===== config.mk =====
export PLATFORM = sky130hd
export DESIGN_NAME = sum_fact_param
export DESIGN_NICKNAME = d
export VERILOG_FILES = /design/src/rtl/sum_fact_pkg.sv /design/src/rtl/sum_fact_step.sv /design/src/rtl/sum_fact_param.sv
export SDC_FILE = /design/constraint.sdc
export NUM_CORES = 1
export LEC_CHECK = 0
export BUFFER_PORTS_ARGS = -buffer_cell sky130_fd_sc_hd__buf_2
export CAP_MARGIN = 20
export CORE_ASPECT_RATIO = 0.9
export CORE_UTILIZATION = 40
export CTS_BUF_LIST = sky130_fd_sc_hd__clkbuf_16
export CTS_CLUSTER_DIAMETER = 50
export DETAILED_ROUTE_END_ITERATION = 10
export PLACE_DENSITY = 0.55
export SYNTH_ARGS = -nofsm -noshare
export SYNTH_HDL_FRONTEND = slang
export SYNTH_SLANG_ARGS = --single-unit

===== constraint.sdc =====
create_clock -name clk -period 8.4 [get_ports clk]
set_input_delay 0.42 -clock clk [delete_from_list [all_inputs] [get_ports clk]]
set_output_delay 0.42 -clock clk [all_outputs]
set_load 0.01 [all_outputs]

===== src/rtl/sum_fact_pkg.sv =====
// Shared definitions for the sum/factorial engine.
//   - state_t   : controller states (IDLE, CALC, DONE)
//   - MODE_SUM  : mode value selecting 1!+...+N!
//   - MODE_FACT : mode value selecting N!
//   - N_W_DEF   : default operand width
//   - OUT_W_DEF : default result width (holds 1!+...+7! = 5913)
package sum_fact_pkg;

    localparam int N_W_DEF   = 3;
    localparam int OUT_W_DEF = 13;

    localparam logic MODE_SUM  = 1'b0;
    localparam logic MODE_FACT = 1'b1;

    typedef enum logic [1:0] {
        ST_IDLE = 2'd0,
        ST_CALC = 2'd1,
        ST_DONE = 2'd2
    } state_t;

endpackage


===== src/rtl/sum_fact_step.sv =====
// One iteration of the factorial / running-sum recurrence (pure combinational).
// Ports:
//   i_fact  [OUT_W-1:0] : current factorial value (k-1)!, truncated
//   i_sum   [OUT_W-1:0] : current running sum, truncated
//   i_k     [N_W-1:0]   : multiplier for this step
//   i_mode              : MODE_SUM / MODE_FACT, selects which overflow path counts
//   o_fact  [OUT_W-1:0] : i_fact * i_k, truncated
//   o_sum   [OUT_W-1:0] : i_sum + i_fact * i_k, truncated
//   o_ovf               : this step lost information on the selected path
module sum_fact_step
    import sum_fact_pkg::*;
#(
    parameter int N_W   = N_W_DEF,
    parameter int OUT_W = OUT_W_DEF
) (
    input  logic [OUT_W-1:0] i_fact,
    input  logic [OUT_W-1:0] i_sum,
    input  logic [N_W-1:0]   i_k,
    input  logic             i_mode,
    output logic [OUT_W-1:0] o_fact,
    output logic [OUT_W-1:0] o_sum,
    output logic             o_ovf
);

    localparam int WIDE_W = OUT_W + N_W;

    logic [WIDE_W-1:0] w_prod;
    logic [WIDE_W-1:0] w_sum;
    logic              w_prod_ovf;
    logic              w_sum_ovf;

    always_comb begin
        // An OUT_W x N_W product always fits in WIDE_W bits.
        w_prod     = {{N_W{1'b0}}, i_fact} * {{OUT_W{1'b0}}, i_k};
        w_sum      = {{N_W{1'b0}}, i_sum} + w_prod;
        w_prod_ovf = |w_prod[WIDE_W-1:OUT_W];
        // The sum path also inherits any product loss, since the lost
        // product bits belong to the true sum as well.
        w_sum_ovf  = w_prod_ovf | (|w_sum[WIDE_W-1:OUT_W]);
        o_fact     = w_prod[OUT_W-1:0];
        o_sum      = w_sum[OUT_W-1:0];
        o_ovf      = (i_mode == MODE_SUM) ? w_sum_ovf : w_prod_ovf;
    end

endmodule


===== src/rtl/sum_fact_param.sv =====
// Iterative engine computing N! or 1!+...+N!, one multiply per clock.
// Ports:
//   clk                      : clock, rising edge
//   reset                    : asynchronous active-high reset
//   N_in         [N_W-1:0]   : operand N, sampled on accept
//   mode                     : MODE_SUM / MODE_FACT, sampled on accept
//   input_valid              : request strobe
//   input_ready              : high in IDLE only
//   sum_fact     [OUT_W-1:0] : result modulo 2^OUT_W (0 when not valid)
//   overflow                 : true result exceeded OUT_W bits
//   output_valid             : high in DONE only
//   output_ack               : consumer took the result
module sum_fact_param
    import sum_fact_pkg::*;
#(
    parameter int N_W   = N_W_DEF,
    parameter int OUT_W = OUT_W_DEF
) (
    input  logic             clk,
    input  logic             reset,
    input  logic [N_W-1:0]   N_in,
    input  logic             mode,
    input  logic             input_valid,
    output logic             input_ready,
    output logic [OUT_W-1:0] sum_fact,
    output logic             overflow,
    output logic             output_valid,
    input  logic             output_ack
);

    state_t r_state;
    state_t w_state_nxt;

    logic [N_W-1:0]   r_n;
    logic [N_W-1:0]   r_k;
    logic             r_mode;
    logic [OUT_W-1:0] r_fact;
    logic [OUT_W-1:0] r_sum;
    logic             r_ovf;

    logic             w_accept;
    logic [OUT_W-1:0] w_fact_nxt;
    logic [OUT_W-1:0] w_sum_nxt;
    logic             w_step_ovf;

    sum_fact_step #(
        .N_W   (N_W),
        .OUT_W (OUT_W)
    ) u_step (
        .i_fact (r_fact),
        .i_sum  (r_sum),
        .i_k    (r_k),
        .i_mode (r_mode),
        .o_fact (w_fact_nxt),
        .o_sum  (w_sum_nxt),
        .o_ovf  (w_step_ovf)
    );

    always_ff @(posedge clk or posedge reset) begin
        if (reset) begin
            r_state <= ST_IDLE;
        end else begin
            r_state <= w_state_nxt;
        end
    end

    always_comb begin
        w_state_nxt  = r_state;
        input_ready  = 1'b0;
        output_valid = 1'b0;
        case (r_state)
            ST_IDLE: begin
                input_ready = 1'b1;
                if (input_valid) begin
                    w_state_nxt = (N_in == '0) ? ST_DONE : ST_CALC;
                end
            end
            ST_CALC: begin
                // r_k is the multiplier being applied on this edge.
                if (r_k == r_n) begin
                    w_state_nxt = ST_DONE;
                end
            end
            ST_DONE: begin
                output_valid = 1'b1;
                if (output_ack) begin
                    w_state_nxt = ST_IDLE;
                end
            end
            default: w_state_nxt = ST_IDLE;
        endcase
    end

    assign w_accept = input_valid & input_ready;

    always_ff @(posedge clk or posedge reset) begin
        if (reset) begin
            r_n    <= '0;
            r_k    <= '0;
            r_mode <= 1'b0;
            r_fact <= OUT_W'(1);
            r_sum  <= '0;
            r_ovf  <= 1'b0;
        end else if (w_accept) begin
            r_n    <= N_in;
            r_mode <= mode;
            r_fact <= OUT_W'(1);
            r_sum  <= '0;
            r_k    <= N_W'(1);
            r_ovf  <= 1'b0;
        end else if (r_state == ST_CALC) begin
            r_fact <= w_fact_nxt;
            r_sum  <= w_sum_nxt;
            r_k    <= r_k + N_W'(1);
            r_ovf  <= r_ovf | w_step_ovf;
        end
    end

    // Outputs are gated by DONE so reset and idle both read zero at once.
    always_comb begin
        sum_fact = '0;
        overflow = 1'b0;
        if (output_valid) begin
            sum_fact = (r_mode == MODE_FACT) ? r_fact : r_sum;
            overflow = r_ovf;
        end
    end

endmodule


* Word level (Yosys, flattened, before mapping)
Cells that the tools add are included.
Word-level totals: bits in read-only memories 0, register bits 36, memories 0, RAM bits 0, output and inout port bits 16, word-level logic and storage cells 44, latch bits 0
Cells by class: mux-type cells 19, $add $sub $neg 2, bitwise gates (word level) 3, eq/ne operators 6, reduce and logical (&&, ||, !) cells 6, divide/modulo/power cells 0, multipliers 1, shift-type cells 0, order comparisons 0
Operators with widths (count):
- 13-bit two-way mux | 6
- 13-bit by 16-bit adder with 16-bit output | 1
- 13-bit by 3-bit multiplier with 16-bit output | 1
- 2-bit two-way mux | 4
- 1-bit two-way mux | 6
- 3-bit two-way mux | 2
- 2-bit inequality test (second input constant) | 3
- 2-bit case mux with 3 select lines | 1
- 3-bit OR reduction | 2
- 3-bit by 1-bit adder with 3-bit output (second input constant) | 1
- 3-bit == test | 1
- 3-bit logical NOT | 1
- 3-bit AND reduction | 1
- 2-bit by 1-bit == test with 1-bit output (second input constant) | 1
- 2-bit == test (second input constant) | 1
- 2-bit logical NOT | 1
- 1-bit OR | 2
- 2-bit nonzero test | 1
- 1-bit bitwise AND | 1

* Depth between registers and ports, before layout
Gate-level depths: netlist of the first run.
word-level depth 8, mapped depth 19

* By module
A second synthesis of the first run with hierarchy kept.
Second synthesis, totals: cells, all modules 405, area, all modules 3269.4 um2
Modules (own cells, without submodules):
- sum_fact_param | times used 1, sequential area each 902.1 um2, area an instance 1721.7 um2, cells each 193
- sum_fact_step | times used 1, sequential area each 0.0 um2, area an instance 1547.7 um2, cells each 212

* Worst setup path after synthesis of the first run
No wires, ideal clock.
path type flip-flop to flip-flop, start point reg r_k[0], end point reg r_ovf, slack 4.085 ns, setup time 0.124 ns, period minus slack after synthesis 4.315 ns, path buffers 2, data arrival time 4.191 ns, cell stages (with the launch flop) 20, cell sequence dfrtp_1 clkbuf_1 clkbuf_1 nand2_1 fa_1 inv_1 ha_1 fa_1 a21o_1 a31o_1 a21oi_1 xnor2_1 ha_1 nand3_1 nand4b_1 o32a_1 a21o_1 a211oi_1 o22ai_1 o2bb2ai_1
Between the ends: longest elaborated chain between the ends 8, elaborated cells between the ends (all ways) 9, classes of those cells add/sub (1); mul (1); mux (3); bitwise (2); reduce/logical (2)
RTL lines:
- start: declaration | RTL line sum_fact_param.sv:35 | logic [N_W-1:0] r_k;
- start signal: assignment | RTL line sum_fact_param.sv:114 | r_k <= r_k + N_W'(1);
- 13-bit by 3-bit multiplier with 16-bit output * | RTL line sum_fact_step.sv:34 | w_prod = {{N_W{1'b0}}, i_fact} * {{OUT_W{1'b0}}, i_k};
- 13-bit by 16-bit adder with 16-bit output | RTL line sum_fact_step.sv:35 | w_sum = {{N_W{1'b0}}, i_sum} + w_prod;
- 3-bit OR reduction | RTL line sum_fact_step.sv:39 | w_sum_ovf = w_prod_ovf | (|w_sum[WIDE_W-1:OUT_W]);
- 1-bit OR | RTL line sum_fact_step.sv:39
- 1-bit two-way mux * | RTL line sum_fact_step.sv:42 | o_ovf = (i_mode == MODE_SUM) ? w_sum_ovf : w_prod_ovf;
- 1-bit OR * | RTL line sum_fact_param.sv:115 | r_ovf <= r_ovf | w_step_ovf;
- 1-bit two-way mux * | RTL line sum_fact_param.sv:111 | end else if (r_state == ST_CALC) begin
- 1-bit two-way mux * | RTL line sum_fact_param.sv:104 | end else if (w_accept) begin
- end signal: assignment | RTL line sum_fact_param.sv:115
- end: declaration | RTL line sum_fact_param.sv:39 | logic r_ovf;
Every way passes the cells marked *; elsewhere a longest branch is shown, timed or not. The select of a mux whose other input is x is not followed. A chain may end at the register's enable or synchronous reset.

* Final worst setup path of the first run
start point reg r_k[2], end point reg r_ovf
Same word-level chain as after synthesis.

==> results of run 1 <==
## metrics by stage
step / power (mW) / hold slack [ps] / area [um^2] / std cells
finish: 1.21 / 236 / 3580 / 505
global route: 1.33 / 320 / 3580 / 505
CTS: 1.22 / 272 / 3580 / 505
floorplan: 0.832 / 465 / 3220 / 392
detailed placement: 1.00 / 491 / 3410 / 497
global placement: 0.996 / 492 / 3410 / 497
## logic make-up after synthesis
group	Yosys count
AND/OR/NAND/NOR	146
AO/OA/AOI/OAI	82
buffers and inverters	47
adder cells (fa/ha/maj)	44
flip-flops	36
XOR/XNOR	24
multiplexers	13
## sequential cells by signal (all words and copies together) (netlist names)
name     count
r_fact      13
r_sum       13
r_k          3
r_n          3
r_state      2
r_mode       1
r_ovf        1
## worst reg2reg max path, cell delays in order, from the launching register on
cell       delay, ps
dfrtp_1          640
nand2_1          160
fa_1             550
inv_1             40
ha_1             220
fa_1             400
a21o_1           220
a31o_1           220
a21oi_1          170
xnor2_1          160
ha_1             320
nand3_1          130
nand4b_1         110
o32a_1           340
a21o_1           220
a211oi_1         250
o22ai_1          120
o2bb2ai_1        150
## layout by cell type (no fill, tap or decap), types with 2 or more instances in the layout
cell       count
nand2_1       84
dfrtp_1       35
inv_1         31
ha_1          31
buf_2         23
nor2_1        21
o21ai_0       20
nand3_1       17
a21oi_1       17
mux2i_1       13
fa_1          13
xor2_1        12
xnor2_1       12
and2_1         9
o21ai_1        9
a21o_1         7
clkbuf_16      5
nand2b_1       4
o21bai_1       4
a211oi_1       3
nor3_1         3
o22ai_1        3
o2bb2ai_1      3
buf_4          3
nor2b_1        2
o211ai_1       2
and3_1         2
a22o_1         2
## power by group through the flow
stage	Clock [mW]	Sequential, mW	Combinational (mW)
2_1_floorplan	0	0.292	0.540
3_3_place_gp	0	0.359	0.638
3_5_place_dp	0	0.359	0.641
4_1_cts	0.218	0.357	0.646
5_1_grt	0.227	0.370	0.732
6_report	0.215	0.355	0.641
## metal layers
| metal | vias up | share of wire [%] | global-route usage [%] |
|---|---|---|---|
| met1 | 1319 | 52 | 31.1 |
| met4 | 0 | 0.87 | 4.81 |
| met2 | 35 | 45 | 35.5 |
| li1 | 1352 | - | - |
| met3 | 8 | 2.2 | 3.32 |
| met5 | - | 0 | 0 |
## final timing paths
kind,start,end,slack [ps],depth (start not counted)
setup reg to reg,r_k[2],r_ovf,3880,17
hold / removal,reset,r_sum[1],240,3
max in group asynchronous,reset,r_fact[0],7770,3
hold reg to reg,r_n[2],r_n[2],500,2
setup / recovery,r_k[2],r_ovf,3880,17
min in group clk,output_ack,r_state[1],320,2
## layout make-up
cell class / instances / area [um^2]
multi-input cells: 309 / 2140
repair buffers: 26 / 138
clock inverters: 3 / 38.8
flip-flops and latches: 36 / 902
fillers: 801 / 4080
inverters: 30 / 113
well taps: 96 / 120
clock buffers: 5 / 125
==> results.ini, run 1 <==
[worst_hold_path]
worstHoldPathType = in2async

[drt]
wirelength_mm = 7.97
viasPerCell = 5.37
route.detailed.drc = 0
avgRoutedWirePerCell_um = 15.8
num_vias = 2714
drtAntennaViolNets = 0
first_pass_iters = 4
drt_iter0_drc = 166

[yosys]
synth_edf_count = 0
synthFlopType = dfrtp_1
synth_top_area_cell = dfrtp_1
synthesis.nets = 444
synth_mux_area_share_pct = 4.04
synth_area_um2 = 3220
synth_compound_area_share_pct = 16.3
ys_seq_area_share_pct = 28.0
synth_area_leaders = dfrtp_1 27%, ha_1 12%, nand2_1 9.8%, fa_1 8.1%, mux2i_1 4.0%
synthAdderAreaFrac_pct = 20.1
yosysWarnings = 0
synth_top_cell_area_share_pct = 27.2
synth_most_common_cell = nand2_1
yosys.area_share.simple_pct = 19.5
synthArstFlopShare_pct = 100
synth_common_cells = 84 x nand2_1, 35 x dfrtp_1, 31 x ha_1
synthXorXnorAreaFrac_pct = 6.53
syn_avg_cell_area_um2 = 8.21
synth_top_family_by_area = adder cells
ys_types = 43
ys_ff_latch = 36
syn_inst = 392

[critical_path]
crit_path_max_fanout = 15
criticalPathCategory = reg2reg
cp.required_ps = 8560
crit_path_max_incr_delay_ps = 640
cp_top_family = compound AO/OA/AOI/OAI gates
worst_setup_path_end_kind = flop
path_cells = nand2_1, fa_1, inv_1, ha_1, fa_1, a21o_1, a31o_1, a21oi_1, xnor2_1, ha_1, nand3_1, nand4b_1, o32a_1, a21o_1, a211oi_1, o22ai_1, o2bb2ai_1
worst-path-buf-inv = 1
slowest_stage = dfrtp_1
cp.arrival_ps = 4680
start_kind = flop

[die]
pin_count = 24
die_height_um = 87.1
start_util_pct = 42.0
die_x_um = 96.5
die-area_um2 = 8410
rows = 30
coreArea_um2 = 7660

[global_route]
grt_overflow = 0
grtUsageTotal_pct = 22.0
grt_pass1_wl_mm = 14.2
grt_max_degree = 37
antenna_found_initial = 0
grt_pass1_vias = 2821

[sta]
max_freq_mhz = 221
worst_slack_ps = 3880
clock-skew-final_ps = 3.93
timing.slew.headroom_pct = 42.2
setup_viol = 0
grt_setup_unrepaired = no
worst-slew-pin-transition_ps = 865
fin_crit_ps = 4520
period_share_pct = 53.8
setup_tns_ps = 0
hold_viol = 0
maxSlewViolCount = 0

[outcome]
outcome = finished clean

[clock_network]
cts_sinks = 36
hold_buffers = 0
cts-buffers-inserted = 5
cts_buffer_depth = 2
post_cts_buffers = 0
htreeDepth = 2
clockRootBuffer = clkbuf_16
clk_latency_ps = 280
cts_tree = built
post_cts_resized = 0
path_clk_slew_ps = 60

[power_and_ir_drop]
pwr-share-comb_pct = 52.9
p_leak_nw = 1.85
peakVddDrop_mv = 0.176
seqPwrFrac_pct = 29.3
power_switching_mw = 0.564
switching_share_pct = 46.6
intPower_mw = 0.647
p_clk_share_pct = 17.8
power_density_nw_per_um2 = 339

[flow_run]
max_cap_viol_count = 0

[layout]
diodes = 0
utilization_pct = 46.7
synthToLayoutAreaGrowth_pct = 11.1
nNetsFinal = 460
drive_gt1_share_pct = 8.80

[placement]
portBuffers = 23
dp_slack_ps = 3870
dpl.hpwl_mm = 5.92
globalplace.congestion = 0.832

No activity file was read; power rests on OpenSTA's default activity.
==> run 2: changes to the inputs <==
- clock period: 8.4 -> 4.35 ns (I/O delays scaled with it)
==> run 2 against run 1 <==
Against the previous run: worst hold slack got worse by 200 ps; via count shrank 0.63%; critical path depth did not move; clock power increased by 61%; final cell count increased by 0.99%; total power grew 93%; global-route usage shrank 1.4 points; register-to-register slack worse by 3600 ps; combinational power up 110%; critical endpoint unchanged; highest routed layer unchanged.
==> results.ini, run 2 (synthesis results as in run 1) <==
[die]
pin_count = 24  ; unchanged
rows = 30  ; unchanged
coreArea_um2 = 7660  ; unchanged
die-area_um2 = 8410  ; unchanged
die_x_um = 96.5  ; unchanged
die_height_um = 87.1  ; unchanged
start_util_pct = 42.0  ; unchanged

[sta]
hold_viol = 0  ; unchanged
period_share_pct = 94.4  ; was 53.8%
setup_viol = 0  ; unchanged
grt_setup_unrepaired = no  ; unchanged
setup_tns_ps = 0  ; unchanged
max_freq_mhz = 244  ; was 221 MHz
maxSlewViolCount = 0  ; unchanged
clock-skew-final_ps = 5.56  ; was 3.93 ps
fin_crit_ps = 4110  ; was 4520 ps
worst-slew-pin-transition_ps = 862  ; was 865 ps
timing.slew.headroom_pct = 42.5  ; was 42.2%

[critical_path]
r2r-start = r_fact[0]  ; was r_k[2]
r2r_slack_ps = 240  ; was 3880 ps
r2r_cells = 17  ; unchanged
crit_path_max_fanout = 5  ; was 15
criticalPathCategory = reg2reg  ; unchanged
r2r_end = r_ovf  ; unchanged
cp.required_ps = 4510  ; was 8560 ps
start_kind = flop  ; unchanged
worst_setup_path_end_kind = flop  ; unchanged
cp.arrival_ps = 4270  ; was 4680 ps

[drt]
wirelength_mm = 7.70  ; was 7.97 mm
first_pass_iters = 4  ; unchanged
route.detailed.drc = 0  ; unchanged
avgRoutedWirePerCell_um = 15.1  ; was 15.8 um
num_vias = 2697  ; was 2714
viasPerCell = 5.29  ; was 5.37
drtAntennaViolNets = 0  ; unchanged
drt_iter0_drc = 91  ; was 166

[layout]
synthToLayoutAreaGrowth_pct = 12.8  ; was 11.1%
instances_no_fill = 510  ; was 505
final_cell_mix = 84 x nand2_1, 35 x dfrtp_1, 30 x inv_1, 30 x ha_1, 23 x buf_2  ; was 84 x nand2_1, 35 x dfrtp_1, 31 x inv_1, 31 x ha_1, 23 x buf_2
drive_gt1_share_pct = 11.6  ; was 8.80%
reg.largest.list = r_fact (13), r_sum (13)  ; unchanged
nNetsFinal = 465  ; was 460
final_common_cell = nand2_1  ; unchanged
diodes = 0  ; unchanged

[global_route]
antenna_found_initial = 0  ; unchanged
grtUsageTotal_pct = 20.6  ; was 22.0%
grt_pass1_vias = 2640  ; was 2821
grt_pass1_wl_mm = 13.2  ; was 14.2 mm
grt_overflow = 0  ; unchanged
grt_max_degree = 37  ; unchanged

[clock_network]
cts-buffers-inserted = 5  ; unchanged
cts_tree = built  ; unchanged
clockRootBuffer = clkbuf_16  ; unchanged
hold_buffers = 0  ; unchanged
cts_sinks = 36  ; unchanged
post_cts_resized = 0  ; unchanged
htreeDepth = 2  ; unchanged
path_clk_slew_ps = 60  ; about the same
cts_buffer_depth = 2  ; unchanged
clk_latency_ps = 280  ; about the same
post_cts_buffers = 0  ; unchanged

[outcome]
outcome = finished clean  ; unchanged

[placement]
dpl.hpwl_mm = 5.90  ; was 5.92 mm
portBuffers = 23  ; unchanged
dp_cells = 502  ; was 497
globalplace.congestion = 0.859  ; was 0.832

[power_and_ir_drop]
peakVddDrop_mv = 0.311  ; was 0.176 mV
p_leak_nw = 1.87  ; was 1.85 nW
power_density_nw_per_um2 = 642  ; was 339 nW/um^2

[worst_hold_path]
worstHoldPathType = in2async  ; unchanged

[flow_run]
max_cap_viol_count = 0  ; unchanged

## run 2: metrics by stage
step	hold WS [ps]	power, mW	area [um^2]	util, %	setup WS [ps]
floorplan	307	1.61	3220	-	35.0
global placement	354	1.94	3450	45.0	128
detailed placement	366	1.96	3450	45.0	45.4
CTS	64.6	2.32	3590	46.9	14.1
global route	90.4	2.55	3630	47.4	34.5
finish	38.5	2.33	3630	47.4	244
## run 2: worst max-delay path by stage
stage	from	end	slack (ps)	depth (start not counted)
final	r_fact[0]	r_ovf	240	17
after global routing	r_k[0]	r_ovf	30	18
after CTS	r_fact[0]	r_ovf	10	17
after detailed placement	r_fact[0]	r_ovf	50	17
after global placement	r_fact[0]	r_ovf	130	17
after floorplan	r_k[0]	r_ovf	40	19
## run 2: critical path: stages, from the launching register on
cell and delay, ps:
dfstp_2 550, nand2_1 70, fa_1 540, inv_1 40, ha_1 220, fa_2 360, a21o_1 220, a31o_1 230
a21oi_2 170, xnor2_2 180, ha_4 260, nand3_1 90, nand4b_1 110, o32a_1 330, a21o_1 200, a211oi_2 180
o22ai_1 90, o2bb2ai_1 130
## run 2: layout make-up
type                            count  area [um^2]
Sequential cell                    36          902
Timing Repair Buffer               31          175
Clock buffer                        5          125
Multi-Input combinational cell    309         2180
Inverter                           30          113
Clock inverter                      3         13.8
Tap cell                           96          120
Fill cell                         786         4030
## run 2: power by group
part           internal [mW]  switching [mW]  leakage, nW
Sequential             0.471           0.176        0.466
Combinational          0.549           0.790         1.34
Clock                  0.208           0.139       0.0710
## run 2: per-layer routing
metal | GRT usage, % | vias to the layer above | routed length (um)
li1 | - | 1374 | -
met1 | 32.4 | 1285 | 4210
met2 | 29.6 | 30 | 3160
met3 | 2.27 | 8 | 237
met4 | 5.61 | 0 | 89
met5 | 0 | - | 0
==> run 3: changes to the inputs <==
- CTS_BUF_LIST: sky130_fd_sc_hd__clkbuf_16 -> sky130_fd_sc_hd__clkbuf_8
==> run 3 against run 2 <==
Against the previous run: maximum frequency is 0.12% lower; sequential power hardly changed; sequential share of layout area is 0.32 points higher; design area is 1.3% lower; clock power is 28% lower; global-route usage is 0.11 points lower; first-iteration DRC count is 6.6% higher; flip-flop and latch count stayed put; setup slack worse by 4.9 ps; critical path depth stayed put; combinational power hardly changed.
==> results.ini, run 3 (synthesis results as in run 1) <==
[worst_hold_path]
worstHoldPathType = in2async  ; unchanged

[drt]
first_pass_iters = 4  ; unchanged
route.detailed.drc = 0  ; unchanged
wirelength_mm = 7.66  ; was 7.70 mm
num_vias = 2660  ; was 2697
viasPerCell = 5.22  ; was 5.29
avgRoutedWirePerCell_um = 15.0  ; was 15.1 um
drtAntennaViolNets = 0  ; unchanged
drt_iter0_drc = 97  ; was 91

[power_and_ir_drop]
peakVddDrop_mv = 0.273  ; was 0.311 mV
switching_share_pct = 48.7  ; was 47.4%
power_switching_mw = 1.09  ; was 1.10 mW
p_clk_share_pct = 11.2  ; was 14.9%
intPower_mw = 1.15  ; was 1.23 mW
power_density_nw_per_um2 = 623  ; was 642 nW/um^2
p_leak_nw = 1.85  ; was 1.87 nW
pwr-share-comb_pct = 59.9  ; was 57.4%
seqPwrFrac_pct = 28.9  ; was 27.8%
total_power_mw = 2.23  ; was 2.33 mW

[layout]
synthToLayoutAreaGrowth_pct = 11.4  ; was 12.8%
final_cell_mix = 84 x nand2_1, 35 x dfrtp_1, 30 x inv_1, 30 x ha_1, 23 x buf_2  ; unchanged
fill_cells = 790  ; was 786
utilization_pct = 46.8  ; was 47.4%
drive_gt1_share_pct = 11.8  ; was 11.6%
final_common_cell = nand2_1  ; unchanged
diodes = 0  ; unchanged
reg.largest.list = r_fact (13), r_sum (13)  ; unchanged
nNetsFinal = 465  ; unchanged

[sta]
period_share_pct = 94.5  ; was 94.4%
fin_crit_ps = 4110  ; about the same
fin_hold_ws_ps = 30.7  ; was 38.5 ps
timing.slew.headroom_pct = 42.5  ; about the same
clock-skew-final_ps = 5.25  ; was 5.56 ps
worst-slew-pin-transition_ps = 862  ; about the same
setup_tns_ps = 0  ; unchanged
grt_setup_unrepaired = no  ; unchanged
setup_viol = 0  ; unchanged
maxSlewViolCount = 0  ; unchanged
hold_viol = 0  ; unchanged
max_freq_mhz = 243  ; was 244 MHz

[clock_network]
cts-buffers-inserted = 5  ; unchanged
cts_sinks = 36  ; unchanged
cts_buffer_depth = 2  ; unchanged
htreeDepth = 2  ; unchanged
clk_latency_ps = 290  ; was 280 ps
cts_tree = built  ; unchanged
path_clk_slew_ps = 80  ; was 60 ps
clockRootBuffer = clkbuf_8  ; was clkbuf_16
post_cts_buffers = 0  ; unchanged

[placement]
portBuffers = 23  ; unchanged
globalplace.congestion = 0.859  ; unchanged
dpl.hpwl_mm = 5.90  ; unchanged

[die]
die_height_um = 87.1  ; unchanged
rows = 30  ; unchanged
start_util_pct = 42.0  ; unchanged
pin_count = 24  ; unchanged
coreArea_um2 = 7660  ; unchanged
die_x_um = 96.5  ; unchanged
die-area_um2 = 8410  ; unchanged

[global_route]
grt_pass1_vias = 2609  ; was 2640
antenna_found_initial = 0  ; unchanged
grt_max_degree = 37  ; unchanged
grt_overflow = 0  ; unchanged
grtUsageTotal_pct = 20.5  ; was 20.6%
grt_pass1_wl_mm = 13.2  ; about the same

[critical_path]
cp.required_ps = 4530  ; was 4510 ps
cp.arrival_ps = 4290  ; was 4270 ps
worst_setup_path_end_kind = flop  ; unchanged
criticalPathCategory = reg2reg  ; unchanged
start_kind = flop  ; unchanged
crit_path_max_fanout = 5  ; unchanged

[flow_run]
max_cap_viol_count = 0  ; unchanged

[outcome]
outcome = finished clean  ; unchanged

run 3: final timing paths:
| kind | depth (start not counted) | slack, ps | end | start |
|---|---|---|---|---|
| worst max-delay path | 17 | 240 | r_ovf | r_fact[0] |
| worst min-delay path | 3 | 30 | r_mode | reset |
| worst max register to register | 17 | 240 | r_ovf | r_fact[0] |
| worst min register to register | 2 | 500 | r_n[1] | r_n[1] |
| max in group asynchronous | 3 | 3960 | r_fact[0] | reset |
| min in group clk | 2 | 100 | r_state[1] | output_ack |
run 3: cell type report:
type | instances | area, um^2 | area share, %
well taps | 96 | 120 | 3.35
clock buffers | 6 | 82.6 | 2.30
clock inverters | 2 | 10.0 | 0.279
repair buffers | 31 | 175 | 4.89
inverters | 30 | 113 | 3.14
flip-flops and latches | 36 | 902 | 25.2
multi-input cells | 309 | 2180 | 60.9
run 3: what timing repair did:
item / 4_1_cts / 5_1_grt
setup endpoints to repair: 0 / 3
hold buffers: 0 / 0
gates resized for setup: 0 / 7
run 3: metal layers:
metal / wire, um / GRT usage (%) / vias to the layer above
met5: 0 / 0 / -
met4: 38 / 3.61 / 0
met3: 278 / 2.79 / 5
met2: 3170 / 29.5 / 31
met1: 4170 / 32.7 / 1252
li1: - / - / 1372
run 3: through the flow:
step                setup slack (ps)  area [um^2]  cells
floorplan                       35.0         3220    392
global placement                 128         3450    502
detailed placement              45.4         3450    502
CTS                             8.42         3540    510
global route                    27.3         3580    510
finish                           239         3580    510
run 3: power by group through the flow:
stage / combinational [mW] / sequential, mW / clock, mW
after floorplan: 1.04 / 0.564 / 0
after global placement: 1.30 / 0.646 / 0
after detailed placement: 1.31 / 0.649 / 0
after CTS: 1.32 / 0.643 / 0.257
after global routing: 1.51 / 0.669 / 0.273
final: 1.34 / 0.646 / 0.250
run 3: worst max-delay path: stages, from the launching register on:
cell	delay (ps)
dfstp_2	560
nand2_1	70
fa_1	540
inv_1	40
ha_1	220
fa_2	360
a21o_1	220
a31o_1	230
a21oi_2	170
xnor2_2	180
ha_4	260
nand3_1	90
nand4b_1	110
o32a_1	330
a21o_1	200
a211oi_2	180
o22ai_1	90
o2bb2ai_1	130
